===== src/rtl/jpeg_pkg.sv =====
// Shared constants and the bit-packer state type used by the JPEG entropy-coding back end.
package jpeg_pkg;

  localparam logic [7:0]  JPEG_MARKER_BYTE  = 8'hFF;
  localparam logic [7:0]  JPEG_STUFF_BYTE   = 8'h00;
  localparam int unsigned JPEG_MAX_CODE_LEN = 32;

  typedef enum logic [1:0] {
    RUN,
    DRAIN,
    PAD,
    DONE
  } packer_state_t;

endpackage


===== src/rtl/jpeg_byte_stuffer.sv =====
// One-byte output register with valid/ready handshake; inserts 0x00 after every 0xFF it emits.
module jpeg_byte_stuffer
  import jpeg_pkg::*;
(
  input  logic       clock,
  input  logic       nreset,
  input  logic       load,
  input  logic [7:0] load_byte,
  output logic       can_load,
  output logic       out_valid,
  output logic [7:0] out_data,
  input  logic       out_ready,
  output logic       stuff_pending
);

  always_comb begin
    can_load = !stuff_pending && (!out_valid || out_ready);
  end

  // stuff_pending is only set while the 0xFF is held, so its handshake
  // is what releases the 0x00, ahead of any new load.
  always_ff @(posedge clock or negedge nreset) begin
    if (!nreset) begin
      out_valid     <= 1'b0;
      out_data      <= '0;
      stuff_pending <= 1'b0;
    end else if (stuff_pending && out_valid && out_ready) begin
      out_data      <= JPEG_STUFF_BYTE;
      stuff_pending <= 1'b0;
    end else if (load) begin
      out_data      <= load_byte;
      out_valid     <= 1'b1;
      stuff_pending <= (load_byte == JPEG_MARKER_BYTE);
    end else if (out_valid && out_ready) begin
      out_valid <= 1'b0;
    end
  end

endmodule


===== src/rtl/jpeg_bit_packer.sv =====
// Packs right-aligned variable-length code words MSB-first into a stuffed JPEG byte stream.
module jpeg_bit_packer
  import jpeg_pkg::*;
#(
  parameter int unsigned ACC_WIDTH    = 64,
  parameter int unsigned MAX_CODE_LEN = JPEG_MAX_CODE_LEN
) (
  input  logic        clock,
  input  logic        nreset,
  input  logic        in_valid,
  input  logic [5:0]  in_length,
  input  logic [31:0] in_data,
  output logic        in_ready,
  input  logic        flush,
  output logic        out_valid,
  output logic [7:0]  out_data,
  input  logic        out_ready,
  output logic        busy,
  output logic        flush_done
);

  localparam int unsigned CW = $clog2(ACC_WIDTH + 1);

  packer_state_t          state, state_next;
  logic [ACC_WIDTH-1:0]   acc, merged, acc_next;
  logic [CW-1:0]          bit_count, merged_count, count_next, len_ext, ins_shift;
  logic [32:0]            len_mask;
  logic [31:0]            code_bits;
  logic [7:0]             pad_byte, byte_in;
  logic                   accept, extract, pad_load, byte_load;
  logic                   can_load, stuff_pending;

  jpeg_byte_stuffer u_stuffer (
    .clock         (clock),
    .nreset        (nreset),
    .load          (byte_load),
    .load_byte     (byte_in),
    .can_load      (can_load),
    .out_valid     (out_valid),
    .out_data      (out_data),
    .out_ready     (out_ready),
    .stuff_pending (stuff_pending)
  );

  // Bits are held left-aligned; the incoming word is merged first so a byte
  // completed by this write can be extracted in the same cycle.
  always_comb begin
    accept       = in_valid && in_ready;
    len_mask     = (33'd1 << in_length) - 33'd1;
    code_bits    = accept ? (in_data & len_mask[31:0]) : '0;
    len_ext      = accept ? CW'(in_length) : '0;
    ins_shift    = CW'(ACC_WIDTH) - bit_count - len_ext;
    merged       = acc | (ACC_WIDTH'(code_bits) << ins_shift);
    merged_count = bit_count + len_ext;

    extract   = can_load && (merged_count >= CW'(8));
    pad_byte  = acc[ACC_WIDTH-1 -: 8] | (8'hFF >> bit_count);
    pad_load  = (state == PAD) && can_load;
    byte_load = extract || pad_load;
    byte_in   = pad_load ? pad_byte : merged[ACC_WIDTH-1 -: 8];

    acc_next   = merged;
    count_next = merged_count;
    if (pad_load) begin
      acc_next   = '0;
      count_next = '0;
    end else if (extract) begin
      acc_next   = merged << 8;
      count_next = merged_count - CW'(8);
    end

    flush_done = (state == DONE) && !out_valid && !stuff_pending;
    busy       = (bit_count != '0) || out_valid || stuff_pending || (state != RUN);

    state_next = state;
    case (state)
      RUN:   if (flush) state_next = DRAIN;
      DRAIN: if (bit_count < CW'(8)) state_next = (bit_count != '0) ? PAD : DONE;
      PAD:   if (pad_load) state_next = DONE;
      DONE:  if (flush_done) state_next = RUN;
      default: state_next = RUN;
    endcase
  end

  always_ff @(posedge clock or negedge nreset) begin
    if (!nreset) begin
      state     <= RUN;
      acc       <= '0;
      bit_count <= '0;
      in_ready  <= 1'b0;
    end else begin
      state     <= state_next;
      acc       <= acc_next;
      bit_count <= count_next;
      in_ready  <= (state_next == RUN) && (count_next <= CW'(ACC_WIDTH - MAX_CODE_LEN));
    end
  end

endmodule


===== config.mk =====
export PLATFORM = sky130hd
export DESIGN_NAME = jpeg_bit_packer
export DESIGN_NICKNAME = d
export VERILOG_FILES = /design/src/rtl/jpeg_pkg.sv /design/src/rtl/jpeg_byte_stuffer.sv /design/src/rtl/jpeg_bit_packer.sv
export SDC_FILE = /design/constraint.sdc
export NUM_CORES = 1
export LEC_CHECK = 0
export CORE_ASPECT_RATIO = 0.6
export CORE_UTILIZATION = 38
export DETAILED_ROUTE_END_ITERATION = 6
export PLACE_DENSITY = 0.56
export RECOVER_POWER = 100
export SYNTH_ARGS = -nofsm -noshare
export SYNTH_HDL_FRONTEND = slang
export SYNTH_SLANG_ARGS = --single-unit

===== constraint.sdc =====
create_clock -name clock -period 12.7 [get_ports clock]
set_input_delay 1.27 -clock clock [delete_from_list [all_inputs] [get_ports clock]]
set_output_delay 1.27 -clock clock [all_outputs]
set_load 0.02 [all_outputs]

# [Word-level counts from Yosys, hierarchy flattened]
# Cells that the tools add are included.
[word_totals] regBits=84 input_bits=43
[op_classes] n_mux=19 n_addsub=5 n_bitwise=4 n_reduce_logical=24 shift=3 n_eq_ne=4 magnitude_cmp=3
[ops] operator="64-bit two-way mux" count=2
[ops] operator="64-bit bitwise OR" count=1
[ops] operator="32-bit by 7-bit left shift with 64-bit output" count=1
[ops] operator="32-bit AND" count=1
[ops] operator="32-bit two-way mux" count=1
[ops] operator="1-bit by 6-bit left shift with 32-bit output, first input constant" count=1
[ops] operator="32-bit by 1-bit subtractor with 32-bit output, second input constant" count=1
[ops] operator="8-bit two-way mux" count=3
[ops] operator="7-bit two-way mux" count=2
[ops] operator="1-bit logical AND" count=10
[ops] operator="8-bit == test, second input constant" count=1
[ops] operator="2-bit two-way mux" count=4
[ops] operator="8-bit bitwise OR" count=1
[ops] operator="2-bit one-hot mux with 4 select lines" count=1
[ops] operator="8-bit by 7-bit >> shifter with 8-bit output, first input constant" count=1
[ops] operator="7-bit by 6-bit adder with 7-bit output" count=1
[ops] operator="7-bit by 4-bit greater-or-equal comparator with 1-bit output, second input constant" count=1
[ops] operator="7-bit by 6-bit less-or-equal comparator with 1-bit output, second input constant" count=1
[ops] operator="7-bit by 4-bit < comparator with 1-bit output, second input constant" count=1
[ops] operator="7-bit nonzero test" count=1
[ops] operator="7-bit by 4-bit subtractor with 7-bit output, second input constant" count=1
[ops] operator="7-bit by 6-bit subtractor with 7-bit output" count=1
[ops] operator="7-bit subtractor, first input constant" count=1
[ops] operator="6-bit two-way mux" count=1
[ops] operator="other kinds (9)" count=22

# [Longest topological paths before layout]
# Gate-level depths: netlist of the first run.
[logic_depth] ltp_word=10 depth_mapped=21 mapped_depth_nobuf=18

# [Modules after synthesis]
# Synthesis of the first run repeated with hierarchy kept, for this count alone.
[hier_totals] hier_cells=1230 hier_area_um2=9395.3
[by_module_without_submodules] mod="jpeg_bit_packer" cells_per_inst=1192 instances=1 area_each_um2=8949.8 seq_area_each_um2=1851.8
[by_module_without_submodules] mod="jpeg_byte_stuffer" cells_per_inst=38 instances=1 area_each_um2=445.4 seq_area_each_um2=250.2

# [Worst setup path after synthesis of the first run]
# Ideal clock, no wire load.
[synth_timing] path_type="input to register" startpoint="input port in_valid" endpoint="register acc[45]" stages=20 setup_ns=0.121 arrival_ns=5.362 setup_slack_ns=7.217 path_cell_list="and2_0 clkbuf_1 buf_1 nand2_1 inv_1 ha_1 inv_1 ha_1 fa_1 xor2_1 clkbuf_1 clkbuf_1 clkbuf_1 buf_1 o211ai_1 a32oi_1 nand2_1 o211ai_1 nand2_1 a22o_1"
[synth_via] elab_chain_len=7 word_cells_on_any_way=11 classes_between="add/sub (2); order compare (1); shift (1); mux (4); bitwise (1); reduce/logical (2)"
[synth_lines] element="start, declared" line_no="jpeg_bit_packer.sv:10" text="input logic in_valid,"
[synth_lines] element="1-bit logical AND *" line_no="jpeg_bit_packer.sv:48" text="accept = in_valid && in_ready;"
[synth_lines] element="6-bit two-way mux" line_no="jpeg_bit_packer.sv:51" text="len_ext = accept ? CW'(in_length) : '0;"
[synth_lines] element="7-bit by 6-bit subtractor with 7-bit output or 7-bit by 6-bit adder with 7-bit output (tied branches)" line_no="jpeg_bit_packer.sv:52, jpeg_bit_packer.sv:54"
[synth_lines] element="32-bit by 7-bit left shift with 64-bit output or 7-bit by 4-bit greater-or-equal comparator with 1-bit output (tied branches)" line_no="jpeg_bit_packer.sv:53, jpeg_bit_packer.sv:56"
[synth_lines] element="64-bit bitwise OR or 1-bit logical AND (tied branches)" line_no="jpeg_bit_packer.sv:53, jpeg_bit_packer.sv:56"
[synth_lines] element="64-bit two-way mux *" line_no="jpeg_bit_packer.sv:67" text="end else if (extract) begin"
[synth_lines] element="64-bit two-way mux *" line_no="jpeg_bit_packer.sv:64" text="if (pad_load) begin"
[synth_lines] element="net acc_next[45]" line_no="jpeg_bit_packer.sv:25" text="logic [ACC_WIDTH-1:0] acc, merged, acc_next;"
[synth_lines] element="end signal, assigned" line_no="jpeg_bit_packer.sv:93" text="acc <= acc_next;"
[synth_lines] element="end, declared" line_no="jpeg_bit_packer.sv:25"
# Mark *: on every way through the listed nets, which the timed path passes. The rest lies on a longest branch.
# A chain may end at the register's enable or synchronous reset.

# [Worst setup path after layout of the first run]
[layout_timing] startpoint="input port in_valid" endpoint="register u_stuffer.stuff_pending"
[layout_via] elab_chain_len=9 word_cells_on_any_way=15 classes_between="add/sub (2); order compare (1); eq/ne (1); shift (1); mux (5); bitwise (1); reduce/logical (4)"
[layout_lines] element="1-bit logical AND *" line_no="jpeg_bit_packer.sv:48"
[layout_lines] element="6-bit two-way mux" line_no="jpeg_bit_packer.sv:51"
[layout_lines] element="7-bit by 6-bit subtractor with 7-bit output" line_no="jpeg_bit_packer.sv:52" text="ins_shift = CW'(ACC_WIDTH) - bit_count - len_ext;"
[layout_lines] element="32-bit by 7-bit left shift with 64-bit output" line_no="jpeg_bit_packer.sv:53" text="merged = acc | (ACC_WIDTH'(code_bits) << ins_shift);"
[layout_lines] element="64-bit bitwise OR" line_no="jpeg_bit_packer.sv:53"
[layout_lines] element="8-bit two-way mux" line_no="jpeg_bit_packer.sv:60" text="byte_in = pad_load ? pad_byte : merged[ACC_WIDTH-1 -: 8];"
[layout_lines] element="8-bit == test" line_no="jpeg_byte_stuffer.sv:33" text="stuff_pending <= (load_byte == JPEG_MARKER_BYTE);"
[layout_lines] element="1-bit two-way mux" line_no="jpeg_byte_stuffer.sv:30" text="end else if (load) begin"
[layout_lines] element="1-bit two-way mux" line_no="jpeg_byte_stuffer.sv:27" text="end else if (stuff_pending && out_valid && out_ready) begin"
[layout_lines] element="end signal, assigned" line_no="jpeg_byte_stuffer.sv:33"
[layout_lines] element="end, declared" line_no="jpeg_byte_stuffer.sv:13" text="output logic stuff_pending"
# Every way passes the cells marked *; elsewhere a longest branch is shown, timed or not. The select of a mux whose other input is x is not followed.

==> results of run 1 <==
-- registers in the layout, summed over array words and instances (netlist names) --
signal / cells
acc: 64
bit_count: 7
in_ready: 1
state: 2
u_stuffer.out_data: 8
u_stuffer.out_valid: 1
u_stuffer.stuff_pending: 1
-- worst max-delay path, delay by kind of cell --
family / cells / cell delay [ns]
fa+ha+maj: 1 / 0.35
compound gates: 8 / 3.05
simple gates: 4 / 0.88
buf+inv: 4 / 3.73
-- cells in the mapped netlist, types with 7 or more instances --
| cell | n | area share [%] |
|---|---|---|
| nor4_1 | 17 | 1.3 |
| or3_1 | 9 | 0.67 |
| o2bb2ai_1 | 14 | 1.5 |
| o21ai_1 | 9 | 0.53 |
| o221ai_1 | 7 | 0.73 |
| clkbuf_1 | 72 | 3.2 |
| o31ai_1 | 17 | 1.5 |
| a211o_1 | 13 | 1.3 |
| nand2_1 | 82 | 3.6 |
| xnor2_1 | 9 | 0.93 |
| nand3_1 | 39 | 2.3 |
| nor3_1 | 37 | 2.2 |
| inv_1 | 35 | 1.6 |
| a32o_1 | 8 | 0.95 |
| o22ai_1 | 54 | 4.0 |
| a21oi_1 | 99 | 5.9 |
| ha_1 | 19 | 2.8 |
| and2_1 | 12 | 0.89 |
| nand4_1 | 15 | 1.1 |
| a221oi_1 | 12 | 1.2 |
| a31oi_1 | 17 | 1.3 |
| o211ai_1 | 17 | 1.5 |
| buf_1 | 10 | 0.44 |
| nor2_1 | 119 | 5.3 |
| nand2b_1 | 7 | 0.52 |
| o21ai_0 | 67 | 4.0 |
| a211oi_1 | 19 | 1.7 |
| dfrtp_1 | 84 | 25 |
| o21a_1 | 12 | 1.1 |
| nor2b_1 | 10 | 0.74 |
| buf_2 | 10 | 0.59 |
| and3_1 | 14 | 1.0 |
| a21o_1 | 16 | 1.4 |
| mux2i_1 | 13 | 1.5 |
-- worst max-delay path by stage --
stage | end | cells after the start
3_5_place_dp | u_stuffer.stuff_pending | 19
2_1_floorplan | acc[45] | 20
4_1_cts | u_stuffer.stuff_pending | 19
3_3_place_gp | u_stuffer.stuff_pending | 19
6_report | u_stuffer.stuff_pending | 17
5_1_grt | in_ready | 14
-- per-layer routing --
layer | part of all wire [%] | GRT usage, % | vias to the layer above
met5 | 0 | 0 | -
met4 | 0.62 | 3.522 | 0
met3 | 15 | 12.17 | 29
met1 | 48 | 52.53 | 4713
met2 | 36 | 38.65 | 673
li1 | - | - | 4395
-- logic make-up (layout without fill, tap and decap cells) --
family                   Yosys count  in the layout  synth area share (%)
AO/OA/AOI/OAI                    466            466                 37.62
XOR/XNOR                          15             15                 1.557
adder cells (fa/ha/maj)           21             21                 3.292
buffers and inverters            127            135                 5.798
flip-flops                        84             84                 24.91
multiplexers                      22             22                 3.410
AND/OR/NAND/NOR                  398            398                 23.41
-- layout make-up --
class                           count  share of cell area [%]
Timing Repair Buffer               84                   7.747
Multi-Input combinational cell    922                   61.94
Inverter                           35                   1.381
Sequential cell                    84                   22.10
Tap cell                          279                   3.670
Clock buffer                        9                   2.367
Clock inverter                      7                  0.8023
-- metrics by stage --
stage	hold slack [ns]	cells
2_1_floorplan	0.4500	1133
3_3_place_gp	0.4665	1404
3_5_place_dp	0.4761	1404
4_1_cts	0.4941	1420
5_1_grt	0.5086	1420
6_report	0.4823	1420
==> flow_summary.toml, run 1 <==
[placement]
port-buffer-count = 54
hpwl_um = 28070
gp_congestion = 0.9931
pre_cts_ws_ns = 5.870
dpl_cell_area_um2 = 9251

[hold_path]
hold_end = "acc[4]"
hold_path_class = "flip-flop to flip-flop"
hold_depth = 2
hold_path_startpoint = "acc[4]"

[route]
drc_errors = 0
ant_nets = 0
drtIter0Drc = 1549
viasPerCell = 6.908
avgRoutedWirePerCell_um = 25.74
dr.pass1.iters = 6
drt-total-wl_um = 36550
num_vias = 9810

[critical_path]
cp_slowest_cell = "clkbuf_1"
r2r_start = "in_ready"
crit_required_ns = 12.99
end_kind = "flip-flop"
crit_type = "input port to flip-flop"
worstPathMaxFanout = 45
cp-start-kind = "input port"
critical_path_arrival_ns = 9.32
r2r_end = "u_stuffer.stuff_pending"
path_cells = "dlygate4sd3_1 > and2_0 > clkbuf_1 > nand2_1 > ha_1 > clkbuf_1 > and3_1 > clkbuf_1 > o311ai_0 > a2111oi_0 > o21ai_0 > a32o_1 > and2_0 > a211o_1 > a31o_1 > o21ai_0 > a32o_1"
critPathMaxStageDelay_ns = 1.49
reg2regPathDepth = 16
startpoint = "in_valid"
cp_common_cell = "clkbuf_1"
reg2reg_slack_ns = 4.69

[synthesis]
synth_edf_count = 0
async_flop_share_pct = 100.0
synth_cell_type_count = 83
syn_area_um2 = 8438
synthesis.nets = 1197
yosys_warnings = 0
synth_seq_cells = 84
synth-main-ff-cell = "dfrtp_1"
netlist_instances = 1133
postSynthAreaPerCell_um2 = 7.448
ys_seq_area_share_pct = 24.91

[cts]
clk_pin_slew_ns = 0.07
clock-root-buffer = "clkbuf_16"
postCtsSetupBuffers = 0
htreeDepth = 3
cts_tree = "done"
cts.sinks = 84
clk_latency_ns = 0.36
holdBufCountCts = 0
clk_path_buf_depth = 2
cts_made_buffers = 9
cts_resized = 0

[floorplan]
initial_utilization_pct = 39.45
rows = 41
die_x_um = 194.4
fp.dieH_um = 117.4
core_area_um2 = 21390
die-area_um2 = 22820
ioPinCount = 55

[layout]
seqCellArea_um2 = 2102
layout.cells.most_common = "nor2_1"
fin_nets = 1200
multiInputGateArea_um2 = 5892
drive_above_1_share_pct = 5.521
num-fill-cells = 2183
layout_common_cells = "nor2_1, a21oi_1, dfrtp_1, nand2_1, o21ai_0"
num_antenna_cells = 0
area_growth_pct = 12.74
fin_util_pct = 44.47
final_area_um2 = 9513

[global_routing]
overflow = 0
grtUsageTotal_pct = 32.16
first_global_vias = 8763
grt_pass1_wl_um = 56290
grt_max_degree = 69
antenna_found_initial = 0

[sta]
rsz0062_at_grt = "no"
fin_crit_sh_pct = 71.07
relSlewSlack_pct = -145.3
drv_slew = 217
max_freq_ghz = 0.1108
tightest_slew_ns = 3.679
finalHoldViolations = 0
tns_ns = 0
setup_ws_ns = 3.674
min_period_ns = 9.026
skew_ns = 0.007061
setup_violations = 0

[status]
violations = "capacitance limit, slew limit"
status = "finished with violations"

[flow_run]
drv_cap = 4
Power of run 1 is left out: the tool's default activity adds up to more than one toggle a clock period on the data nets, which glitch-free logic cannot reach.
==> run 2, diff against run 1 <==
--- a/config.mk
+++ b/config.mk
@@ -8,7 +8,7 @@
 export CORE_ASPECT_RATIO = 0.6
 export CORE_UTILIZATION = 38
 export DETAILED_ROUTE_END_ITERATION = 6
-export PLACE_DENSITY = 0.56
+export PLACE_DENSITY = 0.58
 export RECOVER_POWER = 100
 export SYNTH_ARGS = -nofsm -noshare
 export SYNTH_HDL_FRONTEND = slang
==> constraint.sdc (replaced) <==
create_clock -name clock -period 7.6 [get_ports clock]
set_input_delay 0.76 -clock clock [delete_from_list [all_inputs] [get_ports clock]]
set_output_delay 0.76 -clock clock [all_outputs]
set_load 0.02 [all_outputs]
==> run 2 against run 1 <==
  * The run still ends with capacitance limit, slew limit left
  * Register-to-register slack got worse by 3.1 ns
  * Global-route usage fell by 0.52 points
  * Critical path depth rose by 1
  * Largest cell class unchanged
==> flow_summary.toml, run 2 (same netlist as run 1, synthesis figures left out) <==
[cts]
postCtsSetupBuffers = 0
cts_tree = "done"
htreeDepth = 3
clk_pin_slew_ns = 0.06
cts_resized = 0
cts.sinks = 84
clk_latency_ns = 0.35
cts_made_buffers = 9
holdBufCountCts = 0
clock-root-buffer = "clkbuf_16"
clk_path_buf_depth = 2

[route]
viasPerCell = 6.860
drtIter0Drc = 1602
num_vias = 9776
ant_nets = 0
avgRoutedWirePerCell_um = 25.47
dr.pass1.iters = 6
drt-total-wl_um = 36300
drc_errors = 0

[status]
violations = "capacitance limit, slew limit"
status = "finished with violations"

[placement]
dpl_cell_area_um2 = 9281
hpwl_um = 28190
gp_congestion = 1.022
port-buffer-count = 54

[layout]
regMostFlops = "acc"
num-fill-cells = 2205
multiInputGateArea_um2 = 5897
largest_reg_flops = 64
final_area_um2 = 9572
seqCellArea_um2 = 2102
layout.cells.most_common = "nor2_1"
area_growth_pct = 13.43
fin_nets = 1204
drive_above_1_share_pct = 6.288
top_regs = "acc: 64 flops, u_stuffer.out_data: 8 flops, bit_count: 7 flops"
layout_common_cells = "nor2_1, a21oi_1, dfrtp_1, nand2_1, o21ai_0"

[critical_path]
reg2reg_slack_ns = 1.57
path_cells = "dlygate4sd3_1 > and2_0 > clkbuf_1 > nand2_1 > ha_1 > ha_1 > fa_1 > xor2_4 > buf_4 > nand3_1 > a21oi_1 > nor4_1 > a221oi_1 > o21ai_0 > o311a_1 > a221o_1 > nor4_1 > a32o_1"
critical_path_arrival_ns = 6.88
end_kind = "flip-flop"
reg2regPathDepth = 17
crit_type = "input port to flip-flop"
worstPathMaxFanout = 42
crit_required_ns = 7.88
critPathMaxStageDelay_ns = 0.88
r2r_start = "in_ready"
cp-start-kind = "input port"
r2r_end = "u_stuffer.stuff_pending"
cp_slowest_cell = "clkbuf_1"

[flow_run]
drv_cap = 2

[global_routing]
overflow = 0
antenna_found_initial = 0
first_global_vias = 8596
grt_max_degree = 71
grtUsageTotal_pct = 31.64
grt_pass1_wl_um = 55300

[sta]
max_freq_ghz = 0.1515
skew_ns = 0.01088
tns_ns = 0
drv_slew = 71
finalHoldViolations = 0
relSlewSlack_pct = -152.5
rsz0062_at_grt = "no"
fin_crit_sh_pct = 86.82
setup_violations = 0
tightest_slew_ns = 3.788
min_period_ns = 6.599

[floorplan]
ioPinCount = 55
die-area_um2 = 22820
die_x_um = 194.4
fp.dieH_um = 117.4
rows = 41
core_area_um2 = 21390
initial_utilization_pct = 39.45

[hold_path]
hold_path_class = "input port to async pin"
run 2: changes by cell type in the layout (fill, tap and decap cells not counted), moves of 2 or more:
| cell | delta |
|---|---|
| buf_4 | +5 |
| clkinv_2 | -2 |
| mux2_1 | -3 |
| mux2_2 | +3 |
| or2_0 | -2 |
run 2: per-stage QoR:
stage / hold slack [ns] / setup WS, ns / utilization (%) / cells
3_5_place_dp: 0.4653 / 1.692 / 43.39 / 1408
5_1_grt: 0.5111 / 0.8480 / 44.73 / 1424
6_report: 0.4780 / 1.001 / 44.74 / 1425
3_3_place_gp: 0.4635 / 1.653 / 43.39 / 1408
2_1_floorplan: 0.4500 / 2.627 / - / 1133
4_1_cts: 0.2559 / 2.053 / 44.87 / 1424
run 2: how the worst max path moves through the flow:
stage / to / slack (ns) / from
2_1_floorplan: acc[45] / 2.63 / in_valid
3_3_place_gp: u_stuffer.out_data[4] / 1.65 / in_length[0]
5_1_grt: u_stuffer.stuff_pending / 0.85 / in_valid
3_5_place_dp: u_stuffer.stuff_pending / 1.69 / in_length[0]
6_report: u_stuffer.stuff_pending / 1.00 / in_valid
4_1_cts: u_stuffer.stuff_pending / 2.05 / in_length[0]
run 2: worst max-delay path: cells and delay by family:
kind / cells / cell delay, ns
buffers and inverters: 3 / 2.02
AO/OA/AOI/OAI: 6 / 1.53
adder cells (fa/ha/maj): 3 / 1.02
AND/OR/NAND/NOR: 5 / 0.90
XOR/XNOR: 1 / 0.63
run 2: layout make-up:
cell class / instances / area share [%]
Antenna cell: 1 / 0.02614
Clock buffer: 11 / 2.431
Clock inverter: 5 / 0.8889
Inverter: 35 / 1.373
Multi-Input combinational cell: 922 / 61.61
Sequential cell: 84 / 21.96
Tap cell: 279 / 3.647
Timing Repair Buffer: 88 / 8.065
run 2: metal layers:
layer	GRT usage (%)	vias to the layer above	routed length, µm
met5	0	-	0
met4	4.712	0	414
met3	12.28	56	5189
met2	38.44	617	13170
met1	50.68	4712	17520
li1	-	4391	-
Power of run 2 is left out for the same reason.
